$ cat src/rtl/keycode_event_decoder.sv
`default_nettype none
// ============================================================================
// Module      : keycode_event_decoder
// Description : Debounces five USB HID key slots. Each accepted snapshot is
//               compared against the previously committed one, and the
//               resulting press/release events go into a show-ahead FIFO.
//               The decoder also keeps held flags for WASD, arrows and space.
// Revision    : 1.0 - initial release
// ============================================================================
module keycode_event_decoder #(
    parameter int STABLE_CYCLES = 4,
    parameter int FIFO_DEPTH    = 8
) (
    input  logic       clk_clk,
    input  logic       reset_reset_n,
    input  logic [7:0] keycode_in0,
    input  logic [7:0] keycode_in1,
    input  logic [7:0] keycode_in2,
    input  logic [7:0] keycode_in3,
    input  logic [7:0] keycode_in4,
    output logic       evt_valid,
    input  logic       evt_ready,
    output logic [7:0] evt_code,
    output logic       evt_press,
    output logic [8:0] held,
    output logic       overflow,
    input  logic       ovf_clr
);

    localparam int             c_AW     = (FIFO_DEPTH > 1) ? $clog2(FIFO_DEPTH) : 1;
    localparam logic [c_AW:0]  c_DEPTH  = FIFO_DEPTH[c_AW:0];
    localparam logic [7:0]     c_STABLE = STABLE_CYCLES[7:0];
    localparam logic [7:0]     c_ROLLOVER = 8'h01;
    localparam logic [2:0]     c_LAST_SLOT = 3'd4;

    localparam logic [1:0] c_IDLE       = 2'd0;
    localparam logic [1:0] c_SCAN_PRESS = 2'd1;
    localparam logic [1:0] c_SCAN_REL   = 2'd2;
    localparam logic [1:0] c_COMMIT     = 2'd3;

    // Slot 0 sits in the low byte so that w_keys[i] is keycode_in<i>
    logic [4:0][7:0] w_keys;
    assign w_keys = {keycode_in4, keycode_in3, keycode_in2, keycode_in1, keycode_in0};

    logic [4:0][7:0] r_keys_q;
    logic [7:0]      r_stable_cnt;
    logic [1:0]      r_state;
    logic [1:0]      w_state_nxt;
    logic [4:0][7:0] r_snap;
    logic [4:0][7:0] r_prev;
    logic [2:0]      r_idx;
    logic [8:0]      r_held;
    logic            r_overflow;

    logic            w_rollover;
    logic            w_capture;
    logic            w_scan;
    logic            w_commit;
    logic [4:0][7:0] w_cur;
    logic [4:0][7:0] w_oth;
    logic [7:0]      w_code;
    logic            w_in_other;
    logic            w_dup;
    logic            w_push;
    logic            w_push_press;

    logic [8:0]      r_mem [FIFO_DEPTH];
    logic [c_AW-1:0] r_wr_ptr;
    logic [c_AW-1:0] r_rd_ptr;
    logic [c_AW:0]   r_count;
    logic            w_full;
    logic            w_empty;
    logic            w_pop;
    logic            w_wr_en;
    logic            w_drop;
    logic [8:0]      w_head;

    // Maps a snapshot to the held flags, one bit per tracked key code
    function automatic logic [8:0] f_held(input logic [4:0][7:0] keys);
        logic [8:0] m;
        m = '0;
        for (int k = 0; k < 5; k++) begin
            case (keys[k])
                8'h1A:   m[0] = 1'b1;
                8'h04:   m[1] = 1'b1;
                8'h16:   m[2] = 1'b1;
                8'h07:   m[3] = 1'b1;
                8'h52:   m[4] = 1'b1;
                8'h51:   m[5] = 1'b1;
                8'h50:   m[6] = 1'b1;
                8'h4F:   m[7] = 1'b1;
                8'h2C:   m[8] = 1'b1;
                default: ;
            endcase
        end
        return m;
    endfunction

    // A snapshot that reports keyboard rollover is never accepted
    always_comb begin
        w_rollover = 1'b0;
        for (int k = 0; k < 5; k++) begin
            if (r_keys_q[k] == c_ROLLOVER) w_rollover = 1'b1;
        end
    end

    // Input sampler and stability counter; COMMIT restarts the count
    always_ff @(posedge clk_clk or negedge reset_reset_n) begin
        if (!reset_reset_n) begin
            r_keys_q     <= '0;
            r_stable_cnt <= '0;
        end else begin
            r_keys_q <= w_keys;
            if (w_commit || (w_keys != r_keys_q)) begin
                r_stable_cnt <= '0;
            end else if (r_stable_cnt != 8'hFF) begin
                r_stable_cnt <= r_stable_cnt + 8'd1;
            end
        end
    end

    // FSM state register
    always_ff @(posedge clk_clk or negedge reset_reset_n) begin
        if (!reset_reset_n) begin
            r_state <= c_IDLE;
        end else begin
            r_state <= w_state_nxt;
        end
    end

    // FSM next-state and control strobes
    always_comb begin
        w_state_nxt = r_state;
        w_capture   = 1'b0;
        w_scan      = 1'b0;
        w_commit    = 1'b0;
        case (r_state)
            c_IDLE: begin
                if ((r_stable_cnt >= c_STABLE) && (r_keys_q != r_prev) && !w_rollover) begin
                    w_capture   = 1'b1;
                    w_state_nxt = c_SCAN_PRESS;
                end
            end
            c_SCAN_PRESS: begin
                w_scan = 1'b1;
                if (r_idx == c_LAST_SLOT) w_state_nxt = c_SCAN_REL;
            end
            c_SCAN_REL: begin
                w_scan = 1'b1;
                if (r_idx == c_LAST_SLOT) w_state_nxt = c_COMMIT;
            end
            c_COMMIT: begin
                w_commit    = 1'b1;
                w_state_nxt = c_IDLE;
            end
            default: w_state_nxt = c_IDLE;
        endcase
    end

    // Slot examiner: the release pass is the press pass with snap/prev swapped
    always_comb begin
        w_cur      = (r_state == c_SCAN_REL) ? r_prev : r_snap;
        w_oth      = (r_state == c_SCAN_REL) ? r_snap : r_prev;
        w_code     = w_cur[r_idx];
        w_in_other = 1'b0;
        w_dup      = 1'b0;
        for (int j = 0; j < 5; j++) begin
            if (w_oth[j] == w_code) w_in_other = 1'b1;
            if ((3'(j) < r_idx) && (w_cur[j] == w_code)) w_dup = 1'b1;
        end
        w_push       = w_scan && (w_code != 8'h00) && !w_in_other && !w_dup;
        w_push_press = (r_state == c_SCAN_PRESS);
    end

    // Snapshot, slot index, committed snapshot and held flags
    always_ff @(posedge clk_clk or negedge reset_reset_n) begin
        if (!reset_reset_n) begin
            r_snap <= '0;
            r_prev <= '0;
            r_idx  <= '0;
            r_held <= '0;
        end else begin
            if (w_capture) begin
                r_snap <= r_keys_q;
                r_idx  <= '0;
            end else if (w_scan) begin
                r_idx <= (r_idx == c_LAST_SLOT) ? 3'd0 : r_idx + 3'd1;
            end
            if (w_commit) begin
                r_prev <= r_snap;
                r_held <= f_held(r_snap);
            end
        end
    end

    assign w_full  = (r_count == c_DEPTH);
    assign w_empty = (r_count == '0);
    assign w_pop   = !w_empty && evt_ready;
    // A pop in the same cycle frees the slot, so a full FIFO can still accept
    assign w_wr_en = w_push && (!w_full || w_pop);
    assign w_drop  = w_push && w_full && !w_pop;

    // Event storage; contents are only observed while non-empty
    always_ff @(posedge clk_clk) begin
        if (w_wr_en) r_mem[r_wr_ptr] <= {w_push_press, w_code};
    end

    // FIFO pointers and occupancy
    always_ff @(posedge clk_clk or negedge reset_reset_n) begin
        if (!reset_reset_n) begin
            r_wr_ptr <= '0;
            r_rd_ptr <= '0;
            r_count  <= '0;
        end else begin
            if (w_wr_en) r_wr_ptr <= r_wr_ptr + 1'b1;
            if (w_pop)   r_rd_ptr <= r_rd_ptr + 1'b1;
            case ({w_wr_en, w_pop})
                2'b10:   r_count <= r_count + 1'b1;
                2'b01:   r_count <= r_count - 1'b1;
                default: r_count <= r_count;
            endcase
        end
    end

    // Sticky overflow flag; a new drop wins over a simultaneous clear
    always_ff @(posedge clk_clk or negedge reset_reset_n) begin
        if (!reset_reset_n) begin
            r_overflow <= 1'b0;
        end else if (w_drop) begin
            r_overflow <= 1'b1;
        end else if (ovf_clr) begin
            r_overflow <= 1'b0;
        end
    end

    assign w_head    = r_mem[r_rd_ptr];
    assign evt_valid = !w_empty;
    assign evt_code  = w_empty ? 8'h00 : w_head[7:0];
    assign evt_press = !w_empty && w_head[8];
    assign held      = r_held;
    assign overflow  = r_overflow;

endmodule
`default_nettype wire
$ cat config.mk
export PLATFORM = sky130hd
export DESIGN_NAME = keycode_event_decoder
export DESIGN_NICKNAME = d
export VERILOG_FILES = /design/src/rtl/keycode_event_decoder.sv
export SDC_FILE = /design/constraint.sdc
export NUM_CORES = 1
export LEC_CHECK = 0
export ABC_CLOCK_PERIOD_IN_PS = 9400
export CAP_MARGIN = 20
export CORE_ASPECT_RATIO = 1.4
export CORE_MARGIN = 2
export CORE_UTILIZATION = 45
export DETAILED_ROUTE_END_ITERATION = 12
export HOLD_SLACK_MARGIN = 0.06
export PLACE_DENSITY = 0.75
export SLEW_MARGIN = 20
export SYNTH_ARGS = -nofsm -noshare
export SYNTH_HDL_FRONTEND = slang
export SYNTH_SLANG_ARGS = --single-unit
$ cat constraint.sdc
create_clock -name clk_clk -period 9.4 [get_ports clk_clk]
set_clock_uncertainty 0.15 [all_clocks]
set_input_delay 1.88 -clock clk_clk [delete_from_list [all_inputs] [get_ports clk_clk]]
set_output_delay 1.88 -clock clk_clk [all_outputs]
set_load 0.03 [all_outputs]
# --- Word-level counts from Yosys, hierarchy flattened ---
# Memory sizes are Yosys's and may differ from the RTL's.
# Cells that the tools add are included.
classes:
  add_sub_neg: 6
  order_cmp: 7
  eq_ne: 73
  n_mux: 83
  n_reduce_logical: 32
ops:
  columns: ["op", "n"]
  rows:
  - ["equality test 8 x 7 -> 1 bit, second input constant", 20]
  - ["equality test 8 x 3 -> 1 bit, second input constant", 10]
  - ["equality test 8 x 5 -> 1 bit, second input constant", 10]
  - ["equality test 8 bit", 10]
  - ["two-way mux 40 bit", 2]
  - ["inequality test 40 bit", 2]
  - ["two-way mux 1 bit", 68]
  - ["equality test 8 x 1 -> 1 bit, second input constant", 5]
  - ["equality test 8 x 6 -> 1 bit, second input constant", 5]
  - ["two-way mux 8 bit", 4]
  - ["binary-select mux 8 bit (select 3 bit)", 1]
  - ["logical AND 1 bit", 15]
  - ["adder 3 x 1 -> 3 bit, second input constant", 3]
  - ["two-way mux 3 bit", 3]
  - ["adder 8 x 1 -> 8 bit, second input constant", 1]
  - ["greater-or-equal comparator 8 x 3 -> 1 bit, second input constant", 1]
  - ["inequality test 8 bit, second input constant", 1]
  - ["one-hot mux 2 bit (4 select lines)", 1]
  - ["one-hot mux 4 bit (2 select lines)", 1]
  - ["nonzero test 2 bit", 4]
  - ["nonzero test 8 bit", 1]
  - ["equality test 2 bit, second input constant", 3]
  - ["logical NOT 1 bit", 6]
  - ["< comparator 1 x 3 -> 1 bit, first input constant", 2]
  - ["16 further kinds", 22]
word_totals:
  reg_bits: 153
  mem_bits_rw: 72
  in_bits: 44
  word_cells: 225
  memories: 1
memory_table:
  columns: ["name", "words", "width", "read_ports", "rd_clocked_by_memory_dff", "write_ports", "line_no", "rtl"]
  rows:
  - ["r_mem", 8, 9, 1, 0, 1, "67", "logic [8:0] r_mem [FIFO_DEPTH];"]

# --- Longest topological paths before layout ---
logic_depth:
  word_depth: 16
  ltp_mapped: 23

# --- Least setup slack after synthesis ---
# OpenSTA, ideal clock, no wires.
synth_timing:
  path_type: "reg2reg"
  startpoint: "reg r_state[0]"
  endpoint: "reg r_count[3]"
  setup_time_ps: 139
  t_arrival_ps: 4563
  setup_slack_ps: 4548
  stages_incl_launch_ff: 23
  path_buffers: 4
  synth_period_minus_slack_ps: 4852
  cell_sequence: "dfrtp_1 > inv_1 > ha_1 > buf_6 > buf_8 > buf_12 > mux2i_1 > a222oi_1 > nand3_1 > inv_2 > xnor2_1 > nor4_1 > or4_4 > nor3_2 > buf_4 > or2_2 > inv_1 > ha_1 > a21o_1 > a21oi_1 > nor4_2 > and3_1 > or4_1"
synth_between:
  elab_chain_len: 16
  elab_cells_between_ends: 44
synth_rtl:
  columns: ["element", "line_no", "rtl"]
  rows:
  - ["start, declared", "47", "logic [1:0] r_state;"]
  - ["start signal, assigned", "125", "r_state <= c_IDLE;"]
  - ["start signal, assigned", "127", "r_state <= w_state_nxt;"]
  - ["equality test 2 bit *", "162", "w_cur = (r_state == c_SCAN_REL) ? r_prev : r_snap;"]
  - ["two-way mux 40 bit *", "162", null]
  - ["binary-select mux 8 bit (select 3 bit) *", "164", "w_code = w_cur[r_idx];"]
  - ["two-way mux 8 bit (not written as such) *", "164", null]
  - ["named net w_code[2]", "61", "logic [7:0] w_code;"]
  - ["equality test 8 bit, on equally long branches", "168, 169", null]
  - ["two-way mux 1 bit or logical AND 1 bit (tied branches)", "168, 169", null]
  - ["two-way mux 1 bit, on equally long branches (4 in a row)", "168, 169", null]
  - ["logical NOT 1 bit or two-way mux 1 bit (tied branches)", "171, 169", null]
  - ["logical AND 1 bit or logical NOT 1 bit (tied branches)", "171", "w_push = w_scan && (w_code != 8'h00) && !w_in_other && !w_dup;"]
  - ["logical AND 1 bit *", "171", null]
  - ["logical AND 1 bit *", "200", "assign w_wr_en = w_push && (!w_full || w_pop);"]
  - ["equality test 2 x 1 -> 1 bit or equality test 2 bit (tied branches)", "217", "case ({w_wr_en, w_pop})"]
  - ["one-hot mux 4 bit (2 select lines) or nonzero test 2 bit (tied branches)", null, null]
  - ["end signal, assigned", "218", "2'b10: r_count <= r_count + 1'b1;"]
  - ["end signal, assigned", "219", "2'b01: r_count <= r_count - 1'b1;"]
  - ["end signal, assigned", "220", "default: r_count <= r_count;"]
  - ["end, declared", "70", "logic [c_AW:0] r_count;"]
# Mark *: on every way through the listed nets, which the timed path passes. The rest lies on a longest branch. The select of a mux whose other input is x is not followed.
# A chain may end at the register's enable or synchronous reset.

# --- Final worst setup path ---
layout_timing:
  startpoint: "reg r_state[0]"
  endpoint: "reg r_count[3]"
layout_between:
  elab_chain_len: 16
  elab_cells_between_ends: 44
layout_rtl:
  columns: ["element", "line_no"]
  rows:
  - ["equality test 2 bit", "137, 162, 163"]
  - ["two-way mux 40 bit", "162"]
  - ["binary-select mux 8 bit (select 3 bit)", "164"]
  - ["two-way mux 8 bit (not written as such)", "164"]
  - ["equality test 8 bit, on equally long branches", "168, 169"]
  - ["two-way mux 1 bit or logical AND 1 bit (tied branches)", "168, 169"]
  - ["two-way mux 1 bit, on equally long branches (4 in a row)", "168, 169"]
  - ["logical NOT 1 bit or two-way mux 1 bit (tied branches)", "171, 169"]
  - ["logical AND 1 bit or logical NOT 1 bit (tied branches)", "171"]
  - ["logical AND 1 bit *", "171"]
  - ["logical AND 1 bit *", "200"]
  - ["equality test 2 x 1 -> 1 bit or equality test 2 bit (tied branches)", "217"]
  - ["one-hot mux 4 bit (2 select lines) or nonzero test 2 bit (tied branches)", null]
# Mark *: on every way between the ends. The rest lies on a longest branch, timed or not. The select of a mux whose other input is x is not followed.

==> flow_metrics.tcl <==
set metrics [dict create \
    status "completed" \
    seq_area_frac_synth_pct 47.6 \
    drc 0 \
    setup_viol 0 \
    power_mw 2.28 \
    ctsResizeCount 0 \
    vias 9251 \
    synthCells 1143 \
    fmax_mhz 151 \
    seq_area_um2 5990 \
    maxSlewViolCount 0 \
    insertion_delay_ns 0.55 \
    die_w_um 145 \
    grt-ovfl-total 0 \
    rsz0062_at_grt "no" \
    tightest_slew_ns 1.06 \
    worstPathRequired_ns 9.66 \
    synth_area_per_cell_um2 11.0 \
    placementRows 72 \
    hpwl_um 26500 \
    yosysUniqueCellTypes 80 \
    grt_start_max_net_pins 79 \
    dieArea_um2 29300 \
    fin_util_pct 51.7 \
    clkTransAtPathRegs_ns 0.06 \
    slew_headroom_pct 29.7 \
    tns_ns 0 \
    yosys_warnings 0 \
    arrival_ns 6.89 \
    syn_nets 1200 \
    diodes 0 \
    track_usage_pct 24.5 \
    drt_pass1_iterations 5 \
    clockRootBuffer "clkbuf_16" \
    endpoint_kind "register" \
    synth-seq-cells 225 \
    post-route-min-period_ns 6.63 \
    cts_tree "done" \
    hp-class "register to register" \
    numPortBuffers 63 \
    start_util_pct 45.7 \
    routed_wl_um 35800 \
    place_congestion 0.981 \
    drt.antenna.violating_nets 0 \
    placed_area_um2 13400 \
    start_kind "register" \
    area_growth_pct 13.3 \
    cap_violations 0 \
    cts.path.max_buffers 3 \
    grt_pass1_wl_um 55800 \
    post-route-period-util_pct 70.5 \
    core_area_um2 27600 \
    leakage_nw 5.65 \
    cts_made_buffers 24 \
    avgViaCountPerCell 5.91 \
    drive_gt1_share_pct 12.3 \
    die_height_um 202 \
    p_per_area_nw_per_um2 160 \
    grt_antenna_before_repair 0 \
    grt_pass1_vias 9515 \
    final_nets 1236 \
    synth_edf_count 72 \
    ys.flop_type "dfrtp_1" \
    multi_input_area_um2 6200 \
    cts.sinks 225 \
    most-common-layout-cells "154 x nand2_1, 153 x dfrtp_1, 107 x xnor2_1, 89 x mux2i_1, 72 x edfxtp_1" \
    holdBufCountCts 0 \
    drtIter0Drc 590 \
    async_flop_share_pct 68.0 \
    final_common_cell "nand2_1" \
    cp_max_fo 62 \
    wl_per_cell_um 22.9 \
    ir_worst_vdd_mv 0.141 \
    fillers 2470 \
    syn_area_um2 12600 \
    post_cts_buffers 0 \
    critPathKind "register to register" \
    final_cell_area_um2 14300 \
    hold_viol_final 0 \
    htree_levels 1 \
    ioPinCount 64 \
]
## layout make-up
| type | count | area share (%) |
|---|---|---|
| well taps | 370 | 3.25 |
| clock buffers | 27 | 4.29 |
| clock inverters | 16 | 1.45 |
| multi-input cells | 831 | 43.4 |
| inverters | 24 | 0.632 |
| repair buffers | 73 | 4.96 |
| flip-flops and latches | 225 | 42.0 |
## final timing paths
kind | startpoint | to | slack [ns] | cells after the start
setup / recovery | r_state[0] | r_count[3] | 2.77 | 18
hold / removal | r_wr_ptr[2] | r_wr_ptr[2] | 0.35 | 1
setup reg to reg | r_state[0] | r_count[3] | 2.77 | 18
hold reg to reg | r_wr_ptr[2] | r_wr_ptr[2] | 0.35 | 1
max in group asynchronous | reset_reset_n | r_snap[21] | 6.40 | 2
min in group asynchronous | reset_reset_n | r_keys_q[24] | 1.23 | 1
## critical path: stages, from the launching register on
cell,delay (ns)
dfrtp_1,0.41
inv_1,0.13
ha_4,0.83
mux2i_1,0.25
o21ai_0,0.44
nand4_1,0.73
xnor2_1,0.37
nand4_1,0.13
nor4_1,0.07
or4_4,0.57
nor3_2,0.60
or2_2,0.25
inv_1,0.06
ha_1,0.26
a21o_1,0.18
a21oi_1,0.24
nor4_2,0.08
and3_1,0.19
or4_1,0.52
## cells by family after synthesis
group,synth area share [%]
and+or+nand+nor,17.4
DFF,47.6
xor gates and xnor gates,11.1
muxes,14.4
buffers and inverters,3.50
AOI/OAI and AO/OA,4.70
adders and majority gates,1.35
## cell usage after synthesis (18+ instances only)
cell type | n | area share, %
inv_1 | 21 | 0.63
a21oi_1 | 20 | 0.80
edfxtp_1 | 72 | 17
xnor2_1 | 107 | 7.4
mux2i_1 | 89 | 7.1
nor4_1 | 33 | 1.6
dfrtp_1 | 153 | 30
clkbuf_1 | 32 | 0.95
xor2_1 | 52 | 3.6
nor3_1 | 27 | 1.1
nand3_1 | 24 | 0.95
nand4_1 | 38 | 1.9
nor2_1 | 64 | 1.9
nand2_1 | 154 | 4.6
mux4_2 | 18 | 3.2
mux2_2 | 46 | 4.1
## per-layer routing
layer / vias to the layer above / track usage (%) / routed length [µm]
met5: - / 0 / 0
met1: 4618 / 28.8 / 13600
li1: 4195 / - / -
met2: 336 / 42.8 / 17800
met4: 0 / 14.5 / 2630
met3: 102 / 3.48 / 1800
## report_power, final
group / switching [mW] / internal [mW] / leakage, nW
clock: 0.414 / 0.561 / 0.388
combinational: 0.0998 / 0.115 / 2.39
sequential: 0.0623 / 1.03 / 2.87
total: 0.576 / 1.70 / 5.65
## flip-flops by register name (all words and copies together) (netlist names), 4 cells and up
signal / flops
r_mem: 72
r_keys_q: 40
r_prev: 40
r_snap: 40
held: 9
r_stable_cnt: 8
r_count: 4
## through the flow
stage | setup WS, ns | hold WS (ns) | cells
2_1_floorplan | 4.55 | 0.308 | 1143
3_3_place_gp | 2.93 | 0.334 | 1523
3_5_place_dp | 2.82 | 0.338 | 1523
4_1_cts | 2.80 | 0.349 | 1566
5_1_grt | 2.37 | 0.356 | 1566
6_report | 2.77 | 0.350 | 1566
Power figures use the tool's default switching activity.
